==> config.mk <==
export PLATFORM = sky130hd
export DESIGN_NAME = eca_engine_flat
export DESIGN_NICKNAME = d
export VERILOG_FILES = /design/src/rtl/eca_engine_if.sv /design/src/rtl/eca_engine.sv /design/src/flat_wrapper.sv
export SDC_FILE = /design/constraint.sdc
export NUM_CORES = 1
export LEC_CHECK = 0
export BUFFER_PORTS_ARGS = -buffer_cell sky130_fd_sc_hd__buf_2
export CAP_MARGIN = 25
export CORE_UTILIZATION = 45
export CTS_BUF_LIST = sky130_fd_sc_hd__clkbuf_2 sky130_fd_sc_hd__clkbuf_4 sky130_fd_sc_hd__clkbuf_8
export DETAILED_ROUTE_END_ITERATION = 12
export SLEW_MARGIN = 20
export SYNTH_ARGS = -nofsm -noshare
export SYNTH_HDL_FRONTEND = slang
export SYNTH_SLANG_ARGS = --single-unit
==> constraint.sdc <==
create_clock -name clk -period 3.2 [get_ports clk]
set_clock_uncertainty 0.05 [all_clocks]
set_input_delay 0.32 -clock clk [delete_from_list [all_inputs] [get_ports clk]]
set_output_delay 0.32 -clock clk [all_outputs]
set_load 0.05 [all_outputs]
==> src/rtl/eca_engine_if.sv <==
// Handshake, control and readout bundle for eca_engine.
// master: the side that loads, starts and reads; slave: the engine.
interface eca_engine_if #(
  parameter int NUM_CELLS = 128,
  parameter int GEN_W     = 16
);
  localparam int BANK_W = $clog2(NUM_CELLS / 8);

  logic [7:0]        rule;
  logic              load_valid;
  logic [7:0]        load_data;
  logic              load_ready;
  logic              start;
  logic [GEN_W-1:0]  gen_limit;
  logic              stop;
  logic              busy;
  logic              done;
  logic [GEN_W-1:0]  generation;
  logic [BANK_W-1:0] rd_bank;
  logic [7:0]        rd_data;

  modport master (
    output rule, load_valid, load_data, start, gen_limit, stop, rd_bank,
    input  load_ready, busy, done, generation, rd_data
  );

  modport slave (
    input  rule, load_valid, load_data, start, gen_limit, stop, rd_bank,
    output load_ready, busy, done, generation, rd_data
  );
endinterface

==> src/rtl/eca_engine.sv <==
// Elementary cellular automaton engine: byte-wise load, rule-driven run, byte readout.
// Optional macro ECA_WRAP_AROUND_EN turns the cell row into a ring; otherwise edges read 0.
module eca_engine #(
  parameter int NUM_CELLS = 128,
  parameter int GEN_W     = 16
) (
  input  logic        clk,
  input  logic        reset,
  eca_engine_if.slave bus
);
  localparam int NUM_BANKS = NUM_CELLS / 8;
  localparam int BANK_W    = $clog2(NUM_BANKS);

  typedef enum logic [0:0] {
    ST_IDLE = 1'b0,
    ST_RUN  = 1'b1
  } state_t;

  state_t              state_r;
  logic [NUM_CELLS-1:0] cells_r;
  logic [BANK_W-1:0]    ptr_r;
  logic [7:0]           rule_r;
  logic [GEN_W-1:0]     gen_limit_r;
  logic [GEN_W-1:0]     generation_r;
  logic                 done_r;
  logic [7:0]           rd_data_r;

  logic                 edge_lo_s;
  logic                 edge_hi_s;
  logic [NUM_CELLS+1:0] ext_s;
  logic [NUM_CELLS-1:0] next_cells_s;
  logic [GEN_W-1:0]     gen_inc_s;
  logic                 limit_hit_s;

`ifdef ECA_WRAP_AROUND_EN
  assign edge_lo_s = cells_r[NUM_CELLS-1];
  assign edge_hi_s = cells_r[0];
`else
  assign edge_lo_s = 1'b0;
  assign edge_hi_s = 1'b0;
`endif

  // ext_s[0] is neighbour cell -1, ext_s[NUM_CELLS+1] is neighbour cell NUM_CELLS
  assign ext_s       = {edge_hi_s, cells_r, edge_lo_s};
  assign gen_inc_s   = generation_r + GEN_W'(1);
  assign limit_hit_s = (gen_limit_r != {GEN_W{1'b0}}) && (gen_inc_s == gen_limit_r);

  // Next generation: every cell looks up rule_r with {right, self, left}
  always_comb begin
    next_cells_s = {NUM_CELLS{1'b0}};
    for (int i = 0; i < NUM_CELLS; i++) begin
      next_cells_s[i] = rule_r[ext_s[i +: 3]];
    end
  end

  // Control FSM together with cell, pointer and generation state
  always_ff @(posedge clk) begin
    if (reset) begin
      state_r      <= ST_IDLE;
      cells_r      <= {NUM_CELLS{1'b0}};
      ptr_r        <= {BANK_W{1'b0}};
      rule_r       <= 8'h00;
      gen_limit_r  <= {GEN_W{1'b0}};
      generation_r <= {GEN_W{1'b0}};
      done_r       <= 1'b0;
    end else begin
      done_r <= 1'b0;
      case (state_r)
        ST_IDLE: begin
          if (bus.start) begin
            rule_r       <= bus.rule;
            gen_limit_r  <= bus.gen_limit;
            generation_r <= {GEN_W{1'b0}};
            ptr_r        <= {BANK_W{1'b0}};
            state_r      <= ST_RUN;
          end else if (bus.load_valid) begin
            cells_r[{ptr_r, 3'b000} +: 8] <= bus.load_data;
            if (ptr_r == BANK_W'(NUM_BANKS - 1)) begin
              ptr_r <= {BANK_W{1'b0}};
            end else begin
              ptr_r <= ptr_r + BANK_W'(1);
            end
          end else begin
            state_r <= ST_IDLE;
          end
        end
        ST_RUN: begin
          // stop takes priority over both the update and a limit hit
          if (bus.stop) begin
            state_r <= ST_IDLE;
            done_r  <= 1'b1;
          end else begin
            cells_r      <= next_cells_s;
            generation_r <= gen_inc_s;
            if (limit_hit_s) begin
              state_r <= ST_IDLE;
              done_r  <= 1'b1;
            end else begin
              state_r <= ST_RUN;
            end
          end
        end
        default: begin
          state_r <= ST_IDLE;
        end
      endcase
    end
  end

  // Readout register, refreshed every cycle in every state
  always_ff @(posedge clk) begin
    if (reset) begin
      rd_data_r <= 8'h00;
    end else begin
      rd_data_r <= cells_r[{bus.rd_bank, 3'b000} +: 8];
    end
  end

  assign bus.busy       = (state_r == ST_RUN);
  assign bus.load_ready = (state_r == ST_IDLE) && !bus.start;
  assign bus.done       = done_r;
  assign bus.generation = generation_r;
  assign bus.rd_data    = rd_data_r;
endmodule

==> src/flat_wrapper.sv <==
// flat-port wrapper written by rule: the top's interface ports become plain ports
module eca_engine_flat 
#(
  parameter int NUM_CELLS = 128,
  parameter int GEN_W     = 16
)
  (clk, reset, bus_rule, bus_load_valid, bus_load_data, bus_start, bus_gen_limit, bus_stop, bus_rd_bank, bus_load_ready, bus_busy, bus_done, bus_generation, bus_rd_data);
  eca_engine_if #(.NUM_CELLS(NUM_CELLS), .GEN_W(GEN_W)) bus_i ();
  input  logic clk;
  input  logic reset;
  input wire logic [$bits(bus_i.rule)-1:0] bus_rule;
  input wire logic [$bits(bus_i.load_valid)-1:0] bus_load_valid;
  input wire logic [$bits(bus_i.load_data)-1:0] bus_load_data;
  input wire logic [$bits(bus_i.start)-1:0] bus_start;
  input wire logic [$bits(bus_i.gen_limit)-1:0] bus_gen_limit;
  input wire logic [$bits(bus_i.stop)-1:0] bus_stop;
  input wire logic [$bits(bus_i.rd_bank)-1:0] bus_rd_bank;
  output wire logic [$bits(bus_i.load_ready)-1:0] bus_load_ready;
  output wire logic [$bits(bus_i.busy)-1:0] bus_busy;
  output wire logic [$bits(bus_i.done)-1:0] bus_done;
  output wire logic [$bits(bus_i.generation)-1:0] bus_generation;
  output wire logic [$bits(bus_i.rd_data)-1:0] bus_rd_data;
  assign bus_i.rule = bus_rule;
  assign bus_i.load_valid = bus_load_valid;
  assign bus_i.load_data = bus_load_data;
  assign bus_i.start = bus_start;
  assign bus_i.gen_limit = bus_gen_limit;
  assign bus_i.stop = bus_stop;
  assign bus_i.rd_bank = bus_rd_bank;
  assign bus_load_ready = bus_i.load_ready;
  assign bus_busy = bus_i.busy;
  assign bus_done = bus_i.done;
  assign bus_generation = bus_i.generation;
  assign bus_rd_data = bus_i.rd_data;
  eca_engine #(.NUM_CELLS(NUM_CELLS), .GEN_W(GEN_W)) u_core (.clk(clk), .reset(reset), .bus(bus_i));
endmodule
# == Yosys cells after proc, flatten, opt, wreduce, memory -nomap -nowiden ==
# Index checks and enable logic that the tools add are counted.
# Widths: inputs -> output; s select.
# word_totals
ff_bits,182
elab_cells,432
input_bits,41
# op_classes
addsub,3
reduce_logical,10
shift,3
order_cmp,128
eq_ne,6
bitwise_logic,1
n_mux,273
# ops
cell,count
$lt 3x4->1 const B,127
$mux 128,3
$bmux 1 s3,126
$pmux 128 s2,1
$mux 1,133
$bwmux 128,1
$shift 8x9->128 const A,1
$shiftx 128x8->8,1
$shiftx 8x9->128,1
$mux 16,2
$pmux 16 s2,1
$add 16x1->16 const B,1
$eq 16x16->1,1
$reduce_bool 16->1,1
$mux 4,3
$neg 7->9,1
$ne 2x2->1 const B,4
$reduce_and 2->1,3
$add 4x1->4 const B,1
$bmux 1 s2,2
$eq 4x4->1 const B,1
$lt 2x4->1 const B,1
$reduce_and 3->1,1
$logic_and 1x1->1,2
other kinds (5),5

# == Depth between registers and ports, before layout ==
# Gate-level depths: netlist of the first run.
# logic_depth
depth_word,6
mapped_depth,12
ltp_nobuf,8

# == Least setup slack after synthesis of the first run ==
# No wires, ideal clock.
# synth_path
path_kind,flip-flop to flip-flop
startpoint,register u_core.generation_r[0] (netlist: u_core.bus.generation[0])
endpoint,register u_core.done_r (netlist: u_core.bus.done)
setup_ns,0.080
path_stages_with_launch,8
path_buffers,0
arrival_time_ns,2.804
period_less_slack_ns,2.934
path_slack_ns,0.266
cell_sequence,dfxtp_1 > ha_1 > nand3_1 > or3_1 > a2111oi_2 > o211ai_1 > or4_1 > a211oi_2
# synth_between
elab_chain_len,5
# synth_rtl
item,line,text
"start, declared",eca_engine.sv:24,logic [GEN_W-1:0] generation_r;
"start signal, assigned",eca_engine.sv:64,generation_r <= {GEN_W{1'b0}};
"start signal, assigned",eca_engine.sv:73,generation_r <= {GEN_W{1'b0}};
"start signal, assigned",eca_engine.sv:94,generation_r <= gen_inc_s;
$add 16x1->16,eca_engine.sv:45,assign gen_inc_s = generation_r + GEN_W'(1);
$eq 16x16->1,eca_engine.sv:46,assign limit_hit_s = (gen_limit_r != {GEN_W{1'b0}}) && (gen_inc_s == gen_limit_r);
$logic_and 1x1->1,eca_engine.sv:46,
$mux 1,eca_engine.sv:95,if (limit_hit_s) begin
$mux 1,eca_engine.sv:89,if (bus.stop) begin
"end signal, assigned",eca_engine.sv:65,done_r <= 1'b0;
"end signal, assigned",eca_engine.sv:91,done_r <= 1'b1;
"end signal, assigned",eca_engine.sv:97,done_r <= 1'b1;
"end, declared",eca_engine.sv:25,logic done_r;
# Every way passes these cells.
# A chain may end at the register's enable or synchronous reset.

# == Worst setup path in the final report of the first run ==
# layout_path
startpoint,register u_core.ptr_r[1]
endpoint,register u_core.cells_r[31]
# layout_between
elab_chain_len,6
word_cells_on_any_way,7
# layout_rtl
item,line,text
"start, declared",eca_engine.sv:21,logic [BANK_W-1:0] ptr_r;
"start signal, assigned",eca_engine.sv:61,ptr_r <= {BANK_W{1'b0}};
"start signal, assigned",eca_engine.sv:74,ptr_r <= {BANK_W{1'b0}};
"start signal, assigned",eca_engine.sv:79,ptr_r <= {BANK_W{1'b0}};
$neg 7->9 (*),eca_engine.sv:77,"cells_r[{ptr_r, 3'b000} +: 8] <= bus.load_data;"
$shiftx 8x9->128 / $shift 8x9->128 (equally long branches),eca_engine.sv:77,
$bwmux 128 (*),eca_engine.sv:77,
$mux 128 (*),eca_engine.sv:76,end else if (bus.load_valid) begin
$mux 128 (*),eca_engine.sv:70,if (bus.start) begin
$pmux 128 s2 (*),eca_engine.sv:68,case (state_r)
"end signal, assigned",eca_engine.sv:60,cells_r <= {NUM_CELLS{1'b0}};
"end signal, assigned by index",eca_engine.sv:77,
"end signal, assigned",eca_engine.sv:93,cells_r <= next_cells_s;
"end, declared",eca_engine.sv:20,logic [NUM_CELLS-1:0] cells_r;
# Mark *: on every way between the ends. The rest lies on a longest branch, timed or not. The select of a mux whose other input is x is not followed.

==> results.toml, run 1 <==
[status]
outcome = "completed"

[pwr]
vdd_drop_max_mv = 0.289
power.leakage_uw = 0.00558
p_per_area_mw_per_mm2 = 328

[sta]
hold_violations = 0
slew_headroom_pct = 40.5
final_period_minus_worst_setup_slack_ns = 2.95
period_share_pct = 92.1
worst_pin_slew_ns = 0.893
setup_tns_ns = 0
rsz0062_at_grt = "no"
setup_viol = 0
slew_viol_final = 0
fmaxAchievable_mhz = 339

[logic_synthesis]
ys_ff_latch = 182
yosys_warnings = 0
async_flop_share_pct = 0
synth-edff-count = 0
syn_area_sq_mm = 0.0173
synth_flop_cell = "dfxtp_1"
syn_nets = 1722
synth.distinct_cells = 54
yosysSeqAreaShare_pct = 21.1
synthesis.instances = 1675
avgSynthCellArea_sq_um = 10.3

[grt]
met1_usage_pct = 39.4
grt_util_met3_pct = 6.78
gr-total-overflow = 0
grt_pass1_vias = 14100
grt_util_met2_pct = 43.0
grt_max_degree = 95
busiest_layer = "met2"
grt_pass1_wl_um = 85700
grt_usage_pct = 28.7
grt_antenna_before_repair = 0

[die]
die_h_um = 198
core_sq_mm = 0.0378
die_w_um = 198
rows = 71
ios = 68
start_util_pct = 45.8
dieArea_sq_mm = 0.0392

[critical_path]
worst_r2r_path_depth = 8
r2r-start = "u_core.ptr_r[1]"
rr_endpoint = "u_core.cells_r[31]"
startpoint_type = "flip-flop"
path_max_fanout = 12
critPathLaunch = "u_core.ptr_r[1]"
r2r_slack_ns = 0.25
end_kind = "flip-flop"
cp.arrival_ns = 3.34
critical_path_required_ns = 3.60
path_class = "reg -> reg"

[finish]
antenna_cells = 0
final_cell_mix = "293 x mux4_2, 173 x dfxtp_1, 149 x nor2_1, 122 x a211oi_1, 102 x mux2_2"
area_growth_pct = 5.54
fin_util_pct = 48.3
drive_above_1_share_pct = 37.5
fin_nets = 1559
layout_commonest_cell = "mux4_2"

[place]
gp_congestion = 0.862
port_buffers = 67
hpwlAfterDp_um = 33500

[clocking]
clkTransAtPathRegs_ns = 0.11
clockBufferDepth = 2
root_buffer = "clkbuf_8"
tritoncts = "yes"
htree_levels = 4
clk_latency_ns = 0.53
cts_buffers = 17
cts_setup_buffers = 0
clock-sinks = 182

[worst_hold_path]
holdPathStages = 4
hold-path-endpoint = "u_core.ptr_r[2]"
min_path_type = "in -> reg"
min_from = "bus_load_valid"

[detailed_routing]
wl_per_cell_um = 26.8
drtPass1Iterations = 7
dr_total_vias = 14500
wl_um = 54500
drcViolationCount = 0
viasPerCell = 7.11
final_antenna_net_count = 0
drt-initial-drc-count = 1784

[flow_run]
cap_violations = 0
==> cell usage after synthesis, types with 4 or more instances <==
master	n	area, sq um
a32oi_1	16	140
xor2_1	10	87.6
a21o_1	4	30.0
nand2b_1	5	31.3
mux4_2	293	6600
o21ai_0	20	100
nor4_1	7	43.8
nor2_1	149	559
mux2_2	102	1150
and2_1	4	25.0
ha_1	6	75.1
xnor2_1	15	131
nor2b_1	12	75.1
dfxtp_1	182	3640
nor3_1	11	55.1
mux2i_1	25	250
and3_1	4	25.0
o22a_1	24	210
or3_1	4	25.0
o21ai_1	4	20.0
a211oi_1	122	916
nand2_1	87	327
buf_2	9	45.0
a22oi_1	85	638
clkbuf_1	314	1180
inv_1	7	26.3
nand3_1	16	80.1
buf_1	12	45.0
a21oi_1	88	440
a31oi_1	4	25.0
==> per-stage QoR <==
stage          cells  total power, uW  worst slack [ns]  instance area, sq um  hold slack, ns
2_1_floorplan   1675             3870             0.266                 17300           0.396
3_3_place_gp    1978             4260             0.459                 17600           0.414
3_5_place_dp    1978             4290             0.367                 17600           0.417
4_1_cts         2035             6000             0.324                 18200           0.121
5_1_grt         2036             6230            0.0315                 18300           0.162
6_report        2036             5980             0.253                 18300           0.148
==> cell families (layout without fill, tap and decap cells) <==
| logic type | Yosys count | count (layout) | synth area share [%] |
|---|---|---|---|
| compound gates | 381 | 381 | 15.3 |
| xor+xnor | 25 | 25 | 1.27 |
| fa+ha+maj | 6 | 6 | 0.434 |
| buf+inv | 343 | 193 | 7.51 |
| flops | 182 | 182 | 21.1 |
| mux | 420 | 420 | 46.2 |
| simple gates | 318 | 318 | 8.17 |
==> timing repair <==
action                     CTS  global route
resized for setup            0             0
hold endpoints to repair    25             0
setup endpoints to repair    0             0
hold buffers                25             0
==> cell type report <==
| cell class | count | area (sq um) |
|---|---|---|
| clock buffer | 17 | 234 |
| clock inverter | 15 | 155 |
| inverter | 8 | 30.0 |
| sequential | 182 | 3680 |
| timing repair buffer | 153 | 1160 |
| tap | 511 | 639 |
| multi-input combinational | 1150 | 12400 |
| fill | 3416 | 19500 |
==> power by group <==
part	switching, uW	internal (uW)	total (uW)
Clock	1040	649	1690
Sequential	349	2370	2720
Combinational	738	831	1570
Total	2130	3850	5980
==> worst max-delay path by stage <==
stage,slack (ns),cells past startpoint,endpoint
detailed placement,0.37,8,u_core.cells_r[31]
global route,0.03,8,u_core.cells_r[85]
CTS,0.32,8,u_core.cells_r[31]
global placement,0.46,8,u_core.cells_r[87]
floorplan,0.27,7,u_core.bus.done
finish,0.25,8,u_core.cells_r[31]
==> sequential cells by signal, summed over array words and instances (netlist names) <==
signal,count
u_core.bus.rd_data,8
u_core.cells_r,128
u_core.bus.done,1
u_core.gen_limit_r,16
u_core.bus.busy,1
u_core.rule_r,8
u_core.ptr_r,4
u_core.bus.generation,16
==> worst max-delay path, cell delays in order (launching register included) <==
cell	delay, ns
dfxtp_1	0.55
inv_1	0.12
ha_1	0.28
or2_2	0.32
o211ai_1	0.30
nand2_1	0.14
nor2_1	0.63
a22oi_1	0.22
a211oi_1	0.26
==> per-layer routing <==
layer  up-vias  routed length [um]
met2       794               25400
met1      7391               21800
li1       6179                   -
met3       116                5390
met5         -                   0
met4         0                1940
No activity file was read; power rests on OpenSTA's default activity.
==> run 2: changes to the inputs <==
==> constraint.sdc (replaced) <==
create_clock -name clk -period 2.6 [get_ports clk]
set_clock_uncertainty 0.05 [all_clocks]
set_input_delay 0.26 -clock clk [delete_from_list [all_inputs] [get_ports clk]]
set_output_delay 0.26 -clock clk [all_outputs]
set_load 0.05 [all_outputs]
==> run 2 against run 1 <==
  * Flip-flop and latch count unchanged
  * Sequential power up 21%
  * Final cell count up 1.6%
  * First-iteration DRC count down 2.1%
  * Critical path depth up 1
  * Setup slack worse by 0.13 ns
  * Sequential share of layout area down 0.40 points
  * Clock-buffer cell count up 4
  * Routed wire length up 2.7%
==> results.toml, run 2 (synthesis gave the netlist of run 1 again) <==
[die]
die_w_um = 198
start_util_pct = 45.8
rows = 71
dieArea_sq_mm = 0.0392
core_sq_mm = 0.0378
ios = 68
die_h_um = 198

[place]
hpwlAfterDp_um = 35000
placed_area_sq_mm = 0.0180
preCtsSetupSlack_ns = 0.0591
port_buffers = 67
gp_congestion = 0.906

[finish]
layout_commonest_cell = "mux4_2"
largest_register_ffs = 128
final_cell_mix = "293 x mux4_2, 171 x dfxtp_1, 146 x nor2_1, 122 x a211oi_1, 102 x mux2_2"
fin_nets = 1592
drive_above_1_share_pct = 39.5
area_growth_pct = 7.75
antenna_cells = 0
final_area_sq_mm = 0.0186
top_register = "u_core.cells_r"

[clocking]
tritoncts = "yes"
htree_levels = 4
cts_buffers = 17
clockBufferDepth = 2
clk_latency_ns = 0.54
root_buffer = "clkbuf_8"
clkTransAtPathRegs_ns = 0.11
clock-sinks = 182

[status]
outcome = "completed"

[critical_path]
path_class = "reg -> reg"
critical_path_required_ns = 3.00
r2r_slack_ns = 0.12
startpoint_type = "flip-flop"
path_max_fanout = 9
max_stage_delay_ns = 0.37
crit_slowest_cell = "a21o_1"
path_delay_family = "compound AO/OA/AOI/OAI gates"
end_kind = "flip-flop"
path_cells = "inv_2, ha_1, or2_2, o21ai_0, a21o_1, nor2b_1, buf_4, a22oi_1, a211oi_1"
path_buf_inv = 2
cp.arrival_ns = 2.88

[grt]
grt_pass1_vias = 14300
grt_pass1_wl_um = 88500
grt_antenna_before_repair = 2
grt_usage_pct = 29.6
gr-total-overflow = 0
grt_max_degree = 116

[detailed_routing]
wl_um = 56000
viasPerCell = 7.09
drtPass1Iterations = 5
drcViolationCount = 0
drt-initial-drc-count = 1747
final_antenna_net_count = 0
wl_per_cell_um = 27.1
dr_total_vias = 14700

[sta]
slew_viol_final = 0
hold_ws_ns = 0.0952
setup_viol = 0
fmaxAchievable_mhz = 403
worst_pin_slew_ns = 0.828
final_period_minus_worst_setup_slack_ns = 2.48
hold_violations = 0
setup_ws_ns = 0.118
rsz0062_at_grt = "no"
period_share_pct = 95.5
slew_headroom_pct = 44.6

[pwr]
p_per_area_mw_per_mm2 = 395
fin_total_pwr_uw = 7370
vdd_drop_max_mv = 0.379
power.leakage_uw = 0.00577

[flow_run]
cap_violations = 0

[worst_hold_path]
min_path_type = "in -> reg"
## run 2: path summary, 6_finish.rpt
path / start / to / depth (start not counted)
setup reg to reg: u_core.ptr_r[0] / u_core.cells_r[81] / 9
setup / recovery: u_core.ptr_r[0] / u_core.cells_r[81] / 9
hold / removal: bus_load_valid / u_core.ptr_r[1] / 4
hold reg to reg: u_core.gen_limit_r[2] / u_core.gen_limit_r[2] / 2
## run 2: worst register-to-register path, stage by stage, from the launching register on
cell and delay [ns]:
dfxtp_1 0.36, inv_2 0.06, ha_1 0.29, or2_2 0.33, o21ai_0 0.20, a21o_1 0.37
nor2b_1 0.19, buf_4 0.18, a22oi_1 0.10, a211oi_1 0.27
## run 2: cell type report
class	instances	area (sq um)
Fill cell	3360	19100
Multi-Input combinational cell	1150	12400
Sequential cell	182	3680
Timing Repair Buffer	186	1540
Tap cell	511	639
Clock buffer	21	270
Clock inverter	11	100
Inverter	8	30.0
## run 2: repair_timing
| item | CTS | global route |
|---|---|---|
| setup endpoints to repair | 0 | 14 |
| setup buffers | 0 | 1 |
| hold buffers | 25 | 0 |
| resized for setup | 0 | 3 |
| endpoints found under the hold margin | 25 | 0 |
## run 2: where the power goes
group          internal, uW  total [uW]  switching (uW)
sequential             2910        3290             373
combinational          1070        2060             995
clock                   818        2020            1200
## run 2: per-stage QoR
stage	TNS [ns]	cells	util [%]
after floorplan	-0.165	1675	-
after global placement	0	2010	47.7
after detailed placement	0	2010	47.7
after CTS	0	2067	49.3
after global routing	0	2069	49.4
final	0	2069	49.4
## run 2: routing by layer
layer  GRT usage (%)  vias up  wire length (um)
met5               0        -                13
met4            12.6        2              2100
met3            6.15      131              5270
met2            45.0      828             26000
met1            41.0     7470             22600
li1                -     6239                 -
